$ cat src/rtl/alu_arbiter_pkg.sv
// Shared ALU opcode set, opcode legality check and arbiter FSM encodings.
// Latency: n/a (constants and a pure function).
// Backpressure: n/a.
package alu_arbiter_pkg;

    localparam logic [3:0] OP_ADD = 4'b0000;
    localparam logic [3:0] OP_SUB = 4'b0001;
    localparam logic [3:0] OP_SRA = 4'b0010;
    localparam logic [3:0] OP_ROL = 4'b0011;
    localparam logic [3:0] OP_AND = 4'b1000;
    localparam logic [3:0] OP_OR  = 4'b1001;
    localparam logic [3:0] OP_XOR = 4'b1010;
    localparam logic [3:0] OP_NOT = 4'b1011;
    localparam logic [3:0] OP_SLL = 4'b1100;
    localparam logic [3:0] OP_SRL = 4'b1101;

    localparam logic [1:0] ST_IDLE  = 2'd0;
    localparam logic [1:0] ST_ISSUE = 2'd1;
    localparam logic [1:0] ST_WAIT  = 2'd2;
    localparam logic [1:0] ST_RESP  = 2'd3;

    // True when the ALU implements this opcode.
    function automatic logic op_supported(input logic [3:0] op);
        case (op)
            OP_ADD, OP_SUB, OP_SRA, OP_ROL,
            OP_AND, OP_OR, OP_XOR, OP_NOT,
            OP_SLL, OP_SRL: return 1'b1;
            default:        return 1'b0;
        endcase
    endfunction

endpackage

$ cat src/rtl/alu_arbiter_rr_pick.sv
// Combinational round-robin pick: first asserted request after ptr (mod NREQ).
// Latency: 0 cycles (pure combinational).
// Backpressure: none; the caller decides when a pick is consumed.
module rr_pick #(
    parameter int NREQ = 4,
    parameter int IDW  = 2
) (
    input  logic [NREQ-1:0] req,
    input  logic [IDW-1:0]  ptr,
    output logic [NREQ-1:0] gnt,
    output logic [IDW-1:0]  gnt_id,
    output logic            any
);

    // Walk offsets 1..NREQ from the last winner so the last winner has lowest priority.
    always_comb begin
        gnt    = '0;
        gnt_id = '0;
        any    = 1'b0;
        for (int k = 1; k <= NREQ; k++) begin
            for (int j = 0; j < NREQ; j++) begin
                if (!any && req[j] && (j == (int'(ptr) + k) % NREQ)) begin
                    any    = 1'b1;
                    gnt[j] = 1'b1;
                    gnt_id = IDW'(j);
                end
            end
        end
    end

endmodule

$ cat src/rtl/alu_arbiter.sv
// Round-robin sharing of one registered 16-bit ALU between NREQ requesters, one op in flight.
// Latency: resp_valid rises after the 2nd posedge following the accept edge; 4-cycle issue interval.
// Backpressure: req_ready only in IDLE; response held stable until resp_ready, blocking new grants.
module alu_arbiter
    import alu_arbiter_pkg::*;
#(
    parameter int NREQ = 4,
    parameter int IDW  = 2,
    parameter int W    = 16
) (
    input  logic              clk,
    input  logic              rst,
    input  logic [NREQ-1:0]   req_valid,
    output logic [NREQ-1:0]   req_ready,
    input  logic [NREQ*W-1:0] req_a,
    input  logic [NREQ*W-1:0] req_b,
    input  logic [NREQ*4-1:0] req_op,
    output logic [W-1:0]      alu_a,
    output logic [W-1:0]      alu_b,
    output logic [3:0]        alu_op,
    input  logic [W-1:0]      alu_result,
    output logic              resp_valid,
    input  logic              resp_ready,
    output logic [IDW-1:0]    resp_id,
    output logic [W-1:0]      resp_result,
    output logic              resp_err
);

    logic [1:0]      state;
    logic [1:0]      state_nxt;
    logic [IDW-1:0]  ptr;
    logic [NREQ-1:0] gnt;
    logic [IDW-1:0]  gnt_id;
    logic            gnt_any;
    logic            accept;
    logic [W-1:0]    sel_a;
    logic [W-1:0]    sel_b;
    logic [3:0]      sel_op;
    logic            sel_ok;

    rr_pick #(
        .NREQ (NREQ),
        .IDW  (IDW)
    ) u_pick (
        .req    (req_valid),
        .ptr    (ptr),
        .gnt    (gnt),
        .gnt_id (gnt_id),
        .any    (gnt_any)
    );

    assign accept     = (state == ST_IDLE) && gnt_any;
    // Gated by rst so every output reads 0 while reset is held, even with requests pending.
    assign req_ready  = ((state == ST_IDLE) && rst) ? gnt : '0;
    assign resp_valid = (state == ST_RESP);

    // Select the granted requester's operands and classify its opcode.
    always_comb begin
        sel_a  = '0;
        sel_b  = '0;
        sel_op = '0;
        for (int j = 0; j < NREQ; j++) begin
            if (gnt[j]) begin
                sel_a  = req_a[j*W +: W];
                sel_b  = req_b[j*W +: W];
                sel_op = req_op[j*4 +: 4];
            end
        end
        sel_ok = op_supported(sel_op);
    end

    // Sequence one operation: accept, let the ALU sample, capture, hand back.
    always_comb begin
        state_nxt = state;
        case (state)
            ST_IDLE:  if (gnt_any) state_nxt = ST_ISSUE;
            ST_ISSUE: state_nxt = ST_WAIT;
            ST_WAIT:  state_nxt = ST_RESP;
            ST_RESP:  if (resp_ready) state_nxt = ST_IDLE;
            default:  state_nxt = ST_IDLE;
        endcase
    end

    // FSM state register.
    always_ff @(posedge clk or negedge rst) begin
        if (!rst) state <= ST_IDLE;
        else      state <= state_nxt;
    end

    // ALU drive: unsupported ops become a harmless ADD of zeros so latency is unchanged.
    always_ff @(posedge clk or negedge rst) begin
        if (!rst) begin
            alu_a  <= '0;
            alu_b  <= '0;
            alu_op <= OP_ADD;
        end else if (accept) begin
            alu_a  <= sel_ok ? sel_a  : '0;
            alu_b  <= sel_ok ? sel_b  : '0;
            alu_op <= sel_ok ? sel_op : OP_ADD;
        end
    end

    // Winner bookkeeping: RR pointer, owning id and error flag, all latched on accept.
    always_ff @(posedge clk or negedge rst) begin
        if (!rst) begin
            ptr      <= IDW'(NREQ - 1);
            resp_id  <= '0;
            resp_err <= 1'b0;
        end else if (accept) begin
            ptr      <= gnt_id;
            resp_id  <= gnt_id;
            resp_err <= !sel_ok;
        end
    end

    // Capture the ALU result in WAIT; errored ops report 0 regardless of the ALU.
    always_ff @(posedge clk or negedge rst) begin
        if (!rst)                  resp_result <= '0;
        else if (state == ST_WAIT) resp_result <= resp_err ? '0 : alu_result;
    end

endmodule

$ cat config.mk
export PLATFORM = sky130hd
export DESIGN_NAME = alu_arbiter
export DESIGN_NICKNAME = d
export VERILOG_FILES = /design/src/rtl/alu_arbiter_pkg.sv /design/src/rtl/alu_arbiter_rr_pick.sv /design/src/rtl/alu_arbiter.sv
export SDC_FILE = /design/constraint.sdc
export NUM_CORES = 1
export LEC_CHECK = 0
export CAP_MARGIN = 20
export CORE_UTILIZATION = 34
export DETAILED_ROUTE_END_ITERATION = 8
export HOLD_SLACK_MARGIN = 0.08
export PLACE_DENSITY = 0.78
export SLEW_MARGIN = 0
export SYNTH_ARGS = -nofsm -noshare
export SYNTH_HDL_FRONTEND = slang
export SYNTH_SLANG_ARGS = --single-unit
$ cat constraint.sdc
create_clock -name clk -period 2.3 [get_ports clk]
set_clock_uncertainty 0.2 [all_clocks]
set_input_delay 0.23 -clock clk [delete_from_list [all_inputs] [get_ports clk]]
set_output_delay 0.23 -clock clk [all_outputs]
set_load 0.1 [all_outputs]
* Word-level counts from Yosys, hierarchy flattened
Memory sizes are Yosys's and may differ from the RTL's. Index checks and enable logic that the tools add are counted. W data, S select, Z words.
Word-level totals: register bits 59, bits in latches 0, memory bits (writable) 0, bits in read-only memories 16, bits of input ports 167, output and inout bits 60, logic and storage cells 159, memories kept 1
Operators by class: add/subtract/negate cells 4, $mul 0, divide/modulo/power cells 0, magnitude comparators 0, eq/ne operators 17, shift-type cells 0, multiplexer cells 66, bitwise logic cells 4, reduce and logical (&&, ||, !) cells 59
Memories:
- (name not given) | words 16, width 1, rd ports 1, clocked after memory_dff 0, write ports 0, line alu_arbiter_pkg.sv:24 | case (op)
Operators with widths (count):
- $mux W16 | 11
- $logic_not A32 Y1 | 4
- $logic_and A1 B1 Y1 | 33
- $mux W1 | 32
- $mux W2 | 16
- $eq A3 B3 Y1 const A | 8
- $mux W4 | 6
- $logic_not A1 Y1 | 16
- $eq A2 B3 Y1 const A | 4
- $pmux W2 S4 | 1
- $reduce_or A2 Y1 | 4
- $add A2 B1 Y2 const B | 2
- $add A2 B2 Y2 const B | 2
- $and A1 B1 Y1 const A | 4
- $eq A2 B2 Y1 const B | 2
- $eq A2 B1 Y1 const B | 1
- $logic_not A2 Y1 | 1
- $ne A2 B1 Y1 const B | 1
- $ne A2 B2 Y1 const B | 1
- $reduce_and A2 Y1 | 1

* Longest topological paths before layout
Gate-level depths: netlist of run 1. An unclocked memory read counts as a cell.
depth in word-level cells 69, depth in mapped cells 9, depth with buffers taken out 6

* Modules after synthesis
From an unflattened synthesis of run 1, not the netlist that was laid out.
Unflattened totals: cell total of the unflattened synthesis 424, area, all modules 3824.9 µm²
Modules (own cells, without submodules):
- alu_arbiter | instances 1, cells each 400, area each 3673.5 µm², sequential area each 1478.9 µm²
- rr_pick | instances 1, cells each 24, area each 151.4 µm², sequential area each 0.0 µm²

* Worst setup path before layout of run 1
Ideal clock, no wire load.
kind register to output, start point reg ptr[1], end point out req_ready[0], arrival time 2928 ps, data required time 1870 ps, slack -1058 ps, stages on the path, launching flop included 5, path buffers 1, cell sequence dfstp_2 -> buf_4 -> o21bai_1 -> nand2_1 -> nor3_1
Between the ends: longest elaborated chain between the ends 55, elaborated cells on any way between the ends 78, those cells by class 4 x add/sub; 9 x eq/ne; 16 x mux; 4 x bitwise; 45 x reduce/logical
Ends and longest elaborated chain:
- start: declaration | line alu_arbiter.sv:31 | logic [IDW-1:0] ptr;
- start signal: assignment | line alu_arbiter.sv:106 | ptr <= IDW'(NREQ - 1);
- start signal: assignment | line alu_arbiter.sv:110 | ptr <= gnt_id;
- $add A2 B1 Y2 | line alu_arbiter_rr_pick.sv:22 | if (!any && req[j] && (j == (int'(ptr) + k) % NREQ)) begin
- $reduce_or A2 Y1 (no source line)
- $and A1 B1 Y1 (no source line)
- $logic_not A32 Y1 | line alu_arbiter_rr_pick.sv:22
- $logic_and A1 B1 Y1 | line alu_arbiter_rr_pick.sv:22
- $mux W1 | line alu_arbiter_rr_pick.sv:22
- $logic_not A1 Y1 | line alu_arbiter_rr_pick.sv:22
- $logic_and A1 B1 Y1 (2 in a row) | line alu_arbiter_rr_pick.sv:22
- [... 36 more ...]
- $mux W1 | line alu_arbiter_rr_pick.sv:22
- $logic_not A1 Y1 | line alu_arbiter_rr_pick.sv:22
- $logic_and A1 B1 Y1 (2 in a row) | line alu_arbiter_rr_pick.sv:22
- $mux W1 | line alu_arbiter_rr_pick.sv:22
- $logic_not A1 Y1 | line alu_arbiter_rr_pick.sv:22
- $logic_and A1 B1 Y1 (2 in a row) | line alu_arbiter_rr_pick.sv:22
- $mux W1 * | line alu_arbiter_rr_pick.sv:22
- $mux W4 * | line alu_arbiter.sv:54 | assign req_ready = ((state == ST_IDLE) && rst) ? gnt : '0;
- end: declaration | line alu_arbiter.sv:14 | output logic [NREQ-1:0] req_ready,
Mark *: on every way between the ends. The rest lies on a longest branch, timed or not.

* Worst setup path in the final report of run 1
start point reg ptr[1], end point reg alu_a[8]
Between the ends: longest elaborated chain between the ends 69, elaborated cells on any way between the ends 116, those cells by class 4 x add/sub; 12 x eq/ne; 40 x mux; 4 x bitwise; 55 x reduce/logical; 1 x memory
Ends and longest elaborated chain:
- $add A2 B1 Y2 | line alu_arbiter_rr_pick.sv:22
- $reduce_or A2 Y1 (no source line)
- $and A1 B1 Y1 (no source line)
- $logic_not A32 Y1 | line alu_arbiter_rr_pick.sv:22
- $logic_and A1 B1 Y1 | line alu_arbiter_rr_pick.sv:22
- $mux W1 | line alu_arbiter_rr_pick.sv:22
- $logic_not A1 Y1 | line alu_arbiter_rr_pick.sv:22
- $logic_and A1 B1 Y1 (2 in a row) | line alu_arbiter_rr_pick.sv:22
- [... 50 more ...]
- $logic_and A1 B1 Y1 (2 in a row) | line alu_arbiter_rr_pick.sv:22
- $mux W1 | line alu_arbiter_rr_pick.sv:22
- $logic_not A1 Y1 | line alu_arbiter_rr_pick.sv:22
- $logic_and A1 B1 Y1 (2 in a row) | line alu_arbiter_rr_pick.sv:22
- $mux W1 | line alu_arbiter_rr_pick.sv:22
- $mux W4 | line alu_arbiter.sv:63 | if (gnt[j]) begin
- $mem_v2 Z16 W1
- $mux W16 | line alu_arbiter.sv:97 | alu_a <= sel_ok ? sel_a : '0;
- end signal: assignment | line alu_arbiter.sv:97
- end: declaration | line alu_arbiter.sv:18 | output logic [W-1:0] alu_a,
Several ways; a longest one is shown, not always the timed one. A chain may end at the register's enable or synchronous reset.

==> impl_results.md, run 1 <==
* HP Class: in2reg
* Total power at 12,000 uW
* Critical path's top delay family: compound AO/OA/AOI/OAI gates
* Required @ worst endpoint at 2310 ps
* Via-per-instance ratio at 5.51
* DIE WIDTH at 106 um
* Worst setup SP type: flop
* Fin. max-slew vios at 0
* Initial Util at 35.1%
* DRT Pass-1 Iters at 4
* Die area at 11,100 um^2
* Crit path max fanout at 17
* Worst setup path startpoint: ptr[1]$_DFFE_PN1P_
* Final setup violation count at 36
* Yosys top cell by area: dfrtp_1
* Tcrit/Tclk final at 104%
* H-Tree Level Count at 3
* GRT Total Usage at 26.5%
* Max VDD drop at 0.00101 V
* Clock Root Buffer: clkbuf_8
* Max_cap viols at 0
* Post-synth EDFFs at 0
* Critical Path, Cell by Cell: nor2_1 -> a311o_1 -> and2_4 -> bufbuf_16 -> a221oi_2 -> a2bb2oi_1 -> a221oi_1
* Final critical-path required period at 2400 ps
* Final Instance Area at 7150 um^2
* First-pass GRT wire length at 22.9 mm
* Unrepaired setup endpoints after global routing: yes
* Nets at 816
* Setup WS post-layout at -96.8 ps
* Slew headroom at 50.1%
* Violations in the final reports: setup timing
* Synth Area in Compound Gates at 34.9%
* Final hold violations at 0
* Comb power frac at 75.2%
* Mux cell area share after synthesis at 0%
* Post-Synth XOR/XNOR Area at 0%
* Main combinational cell family by area after synthesis: compound AO/OA/AOI/OAI gates
* Worst skew pair latency at 330 ps
* Avg Inst Size Synth at 9.20 um^2
* Final ANT Viol Nets at 0
* Vias at 4,336
* Synth area leaders: dfrtp_1 39%, a221oi_1 13%, nor2_1 8.2%
* Initial DRC Count at 237
* Area share of the largest cell type after synthesis at 39.1%
* Share of layout cells above drive strength 1 at 35.2%
* Sequential power share at 16.5%
* CP max stage cell: dfstp_2
* TritonCTS clock tree: yes
* Dpl cell area at 6250 um^2
* Routed WL at 14.9 mm
* Internal power at 5100 uW
* Register area share after synthesis at 40.6%
* Post-synthesis adder-cell area fraction at 1.03%
* DR DRC count at 0
* Yosys Warn Count at 0
* Syn Nets at 566
* Worst slew pin tran at 748 ps
* Worst Setup End Kind: flop
* Die Ht at 106 um
* Synth async-reset ratio at 100%
* Diode count at 0
* P&R area growth vs syn at 96.3%
* Most common cell after layout, fill and taps aside: clkdlybuf4s50_1
* GRT overflow at 0
* Initial antenna violation count at 0
* Hold Slack at 271 ps
* Worst Path Buf+Inv at 1
* Post-synthesis simple-gate area fraction at 15.6%
* Post-Synthesis Cell Area at 3640 um^2
* Core Area at 10,400 um^2
* Clk pwr share at 8.4%
* Mapped Cells at 396
* RePlAce Congestion at 0.900
* Sink Count at 59
* Post-synthesis register bit count at 59
* Number of global-route vias before repair at 4,459
* WP data arrival at 2400 ps
* P_leak at 0.00297 uW
* Sw Ratio at 57.4%
* Setup CP Type: reg2reg
* Worst-path clk slew at 70 ps
* Ports at 227
* Clock Tree Buf Depth at 2
* Status: finished, violations left
* Max Freq at 417 MHz
* Max incr delay on CP at 600 ps
* Post-DP HPWL at 10.6 mm
* Ys flop type: dfrtp_1
* Wirelength per Cell at 18.9 um
* Largest net degree at the start of global routing at 60
* Reg2Reg Launch Point: ptr[1]$_DFFE_PN1P_
* I/O Buffers at 226
* Worst Hold Launch: alu_result[8]
* Commonest non-fill, non-tap cells in the layout: 162 x clkdlybuf4s50_1, 94 x buf_4, 77 x nor2_1
* Row cnt at 37
* Synth unique cells at 41
* Total CTS buffers at 9
* Net load switching power at 6880 uW
* Power Density at 1670 nW/um^2
-- tightest hold or removal path: cells and delay by family --
kind | cells | cell delay [ps]
AND/OR/NAND/NOR | 1 | 50
buffers and inverters | 1 | 400
AO/OA/AOI/OAI | 1 | 70
-- cells by family (layout without fill, tap and decap cells) --
family / Yosys count / count (layout)
adder cells (fa/ha/maj): 3 / 3
buffers and inverters: 60 / 315
flip-flops: 59 / 59
AO/OA/AOI/OAI: 147 / 147
AND/OR/NAND/NOR: 127 / 127
-- cell usage after synthesis (3+ instances only) --
cell type  instances
buf_2             10
nor2_1            80
ha_1               3
clkbuf_1          21
and2_1             4
a31oi_1            4
a221oi_2          12
a2bb2oi_1         33
nand3b_1          13
nor3_1             3
a221oi_1          54
nand2_1           14
inv_1             20
buf_6              6
o21ai_0           22
and3_1             3
nor2b_1            5
dfrtp_1           57
nand3_1            3
-- stage by stage --
step | setup WS [ps] | TNS [ps] | util, % | cells
global route | -178 | -5450 | 69.0 | 787
detailed placement | -422 | -13530 | 60.3 | 762
CTS | -60.7 | -475 | 66.4 | 786
global placement | -411 | -13790 | 60.3 | 762
floorplan | -219 | -504 | - | 396
finish | -96.8 | -2080 | 69.0 | 787
-- power groups by stage --
stage / combinational [uW] / clock (uW) / sequential, uW
after global routing: 9380 / 1070 / 2040
after CTS: 8570 / 1020 / 1960
after detailed placement: 8080 / 0 / 1970
after floorplan: 2560 / 0 / 5290
final: 9000 / 1000 / 1970
after global placement: 7980 / 0 / 1960
-- final cells by class --
class	instances	area (um^2)
flip-flops and latches	59	1480
clock inverters	4	47.5
multi-input cells	277	2460
inverters	20	75.1
repair buffers	279	2750
well taps	136	170
clock buffers	12	165
fillers	797	3220
-- what timing repair did --
action	in CTS	in global routing
cloned	2	0
buffers inserted	6	1
setup endpoints to repair	39	41
endpoints found under the hold margin	57	0
pin swaps	30	8
gates resized for setup	54	39
hold buffers	1	0
-- routing by layer --
layer | GRT usage (%) | wire [um] | up-vias
li1 | - | - | 2013
met1 | 31.5 | 5900 | 2083
met2 | 45.4 | 7510 | 206
met3 | 6.37 | 989 | 34
met4 | 11.8 | 502 | 0
met5 | 0 | 0 | -
-- sequential cells by signal (all words and copies together) (netlist names) --
register	count
resp_err	1
resp_result	16
ptr	2
state	2
alu_op	4
alu_a	16
alu_b	16
resp_id	2
-- worst paths after layout --
check / to / slack (ps) / cells after the start
max in group asynchronous: resp_id[1]$_DFFE_PN0P_ / 930 / 3
setup / recovery: alu_a[8]$_DFFE_PN0P_ / -100 / 7
min in group asynchronous: alu_op[1]$_DFFE_PN0P_ / 460 / 3
hold / removal: resp_result[8]$_DFFE_PN0P_ / 270 / 3
setup reg to reg: alu_a[8]$_DFFE_PN0P_ / -100 / 7
hold reg to reg: alu_op[3]$_DFFE_PN0P_ / 320 / 2
Note: power is estimated with default switching activity, not from simulation.
==> inputs of run 2 (changes only) <==
--- a/config.mk
+++ b/config.mk
@@ -8,9 +8,11 @@
 export CAP_MARGIN = 20
 export CORE_UTILIZATION = 34
 export DETAILED_ROUTE_END_ITERATION = 8
+export GPL_ROUTABILITY_DRIVEN = 0
 export HOLD_SLACK_MARGIN = 0.08
 export PLACE_DENSITY = 0.78
 export SLEW_MARGIN = 0
 export SYNTH_ARGS = -nofsm -noshare
 export SYNTH_HDL_FRONTEND = slang
 export SYNTH_SLANG_ARGS = --single-unit
+export TNS_END_PERCENT = 20
==> run 2 against run 1 <==
Effect of this change:
- the flow still finishes with violations (setup timing)
- maximum frequency is 1.8% lower
- global-route usage is 0.48 points lower
- critical path type is now in2reg
- register-to-register slack worse by 30 ps
- final cell count is 0.13% lower
- largest cell class unchanged
- sequential power hardly changed
- die area stayed put
- critical endpoint is now alu_b[6]$_DFFE_PN0P_
- worst setup slack worse by 44 ps
==> impl_results.md, run 2 (same netlist as run 1, synthesis figures left out) <==
* I/O Buffers at 226
* Row cnt at 37
* Register Area at 1480 um^2
* Tcrit/Tclk final at 106%
* Clock Tree Buf Depth at 2
* Slew headroom at 49.9%
* Status: finished, violations left
* Die Ht at 106 um
* Required @ worst endpoint at 2300 ps
* Final critical-path required period at 2440 ps
* HP Class: in2reg
* DRT Pass-1 Iters at 4
* Setup_tns at -3280 ps
* Final ANT Viol Nets at 0
* Largest net degree at the start of global routing at 60
* Initial DRC Count at 213
* Max VDD drop at 0.000883 V
* Crit path max fanout at 6
* Nets at 817
* H-Tree Level Count at 3
* Initial Util at 35.1%
* P&R area growth vs syn at 98.4%
* Wirelength per Cell at 19.6 um
* Total CTS buffers at 9
* WP data arrival at 2450 ps
* Max incr delay on CP at 590 ps
* Critical Path, Cell by Cell: clkdlybuf4s50_1 -> inv_1 -> a311o_1 -> and2_4 -> buf_12 -> buf_4 -> a221oi_2 -> a2bb2oi_2 -> a221oi_4
* Unrepaired setup endpoints after global routing: yes
* First-pass GRT wire length at 22.6 mm
* Final setup violation count at 40
* Share of layout cells above drive strength 1 at 36.0%
* Max_cap viols at 0
* Worst-path clk slew at 70 ps
* Fin. max-slew vios at 0
* Die area at 11,100 um^2
* Post-DP HPWL at 10.3 mm
* GRT Total Usage at 26.0%
* Via-per-instance ratio at 5.66
* Worst skew pair latency at 320 ps
* Sink Count at 59
* Power Density at 1690 nW/um^2
* Ports at 227
* FILL cells at 774
* Placed insts at 755
* Number of global-route vias before repair at 4,476
* Area of the multi-input gates at 2490 um^2
* P_leak at 0.00300 uW
* CP max stage cell: clkdlybuf4s50_1
* Vias at 4,448
* Commonest non-fill, non-tap cells in the layout: 164 x clkdlybuf4s50_1, 89 x buf_4, 77 x nor2_1
* DIE WIDTH at 106 um
* Violations in the final reports: setup timing
* Core Area at 10,400 um^2
* DR DRC count at 0
* Worst setup SP type: input pin
* Diode count at 0
* Post-Layout Cell Count at 786
* Most common cell after layout, fill and taps aside: clkdlybuf4s50_1
* Clock Root Buffer: clkbuf_8
* GRT overflow at 0
* TritonCTS clock tree: yes
* Worst slew pin tran at 751 ps
* Setup CP Type: in2reg
* Initial antenna violation count at 0
* Largest regs: alu_a x16, alu_b x16, resp_result x16
* Worst Setup End Kind: flop
* Max Freq at 410 MHz
* Routed WL at 15.4 mm
* Final hold violations at 0
* Setup WS post-layout at -141 ps
==> run 2: changes by cell type in the layout (fill, tap and decap cells not counted), sizes merged <==
cell           before  now
buf               111  109
bufbuf              2    1
clkbuf             12   16
clkdlybuf4s50     162  164
clkinv              2    1
clkinvlp            1    0
dlymetal6s2s        2    0
==> run 2: critical path, delay by kind of cell <==
| family | cells | cell delay (ps) |
|---|---|---|
| simple gates | 1 | 190 |
| buf+inv | 4 | 1010 |
| compound gates | 4 | 1020 |
==> run 2: through the flow <==
stage	area, um^2	setup WS, ps	power [uW]	util, %	hold slack, ps
after floorplan	3660	-219	7850	-	-266
after global placement	6190	-497	9880	59.7	304
after detailed placement	6190	-600	10000	59.7	308
after CTS	6810	-64.6	11500	65.6	267
after global routing	7230	-214	12800	69.7	285
final	7230	-141	12300	69.7	277
==> run 2: timing repair <==
item	in CTS	in global routing
pin swaps	31	12
hold buffers	1	0
buffers inserted	7	3
endpoints found under the setup margin	40	40
gates cloned	1	5
hold endpoints to repair	57	0
gates resized for setup	54	44
==> run 2: path summary, 6_finish.rpt <==
path / from / slack, ps / cells after the start / endpoint
min in group asynchronous: rst / 480 / 3 / alu_b[4]$_DFFE_PN0P_
max reg2reg: ptr[1]$_DFFE_PN1P_ / -130 / 8 / alu_b[6]$_DFFE_PN0P_
min: alu_result[15] / 280 / 3 / resp_result[15]$_DFFE_PN0P_
min reg2reg: resp_result[3]$_DFFE_PN0P_ / 330 / 2 / resp_result[3]$_DFFE_PN0P_
max: req_valid[0] / -140 / 9 / alu_b[6]$_DFFE_PN0P_
max in group asynchronous: rst / 920 / 3 / alu_a[9]$_DFFE_PN0P_
==> run 2: power breakdown <==
group          leakage (uW)  switching [uW]  internal, uW
registers          0.000711             376          1590
clock network      0.000104             384           576
logic               0.00218            6220          3110
==> run 2: final cells by class <==
class	count	share of cell area, %
clock buffers	12	2.28
flip-flops and latches	59	20.4
multi-input cells	277	34.4
clock inverters	2	0.484
inverters	20	1.04
well taps	136	2.35
repair buffers	280	39.0
==> run 2: layer usage <==
metal,wire [um],vias to the layer above,track usage [%]
met3,1090,41,5.38
met4,515,0,11.6
met1,6080,2177,30.4
met5,0,-,0
li1,-,2007,-
met2,7740,223,45.9
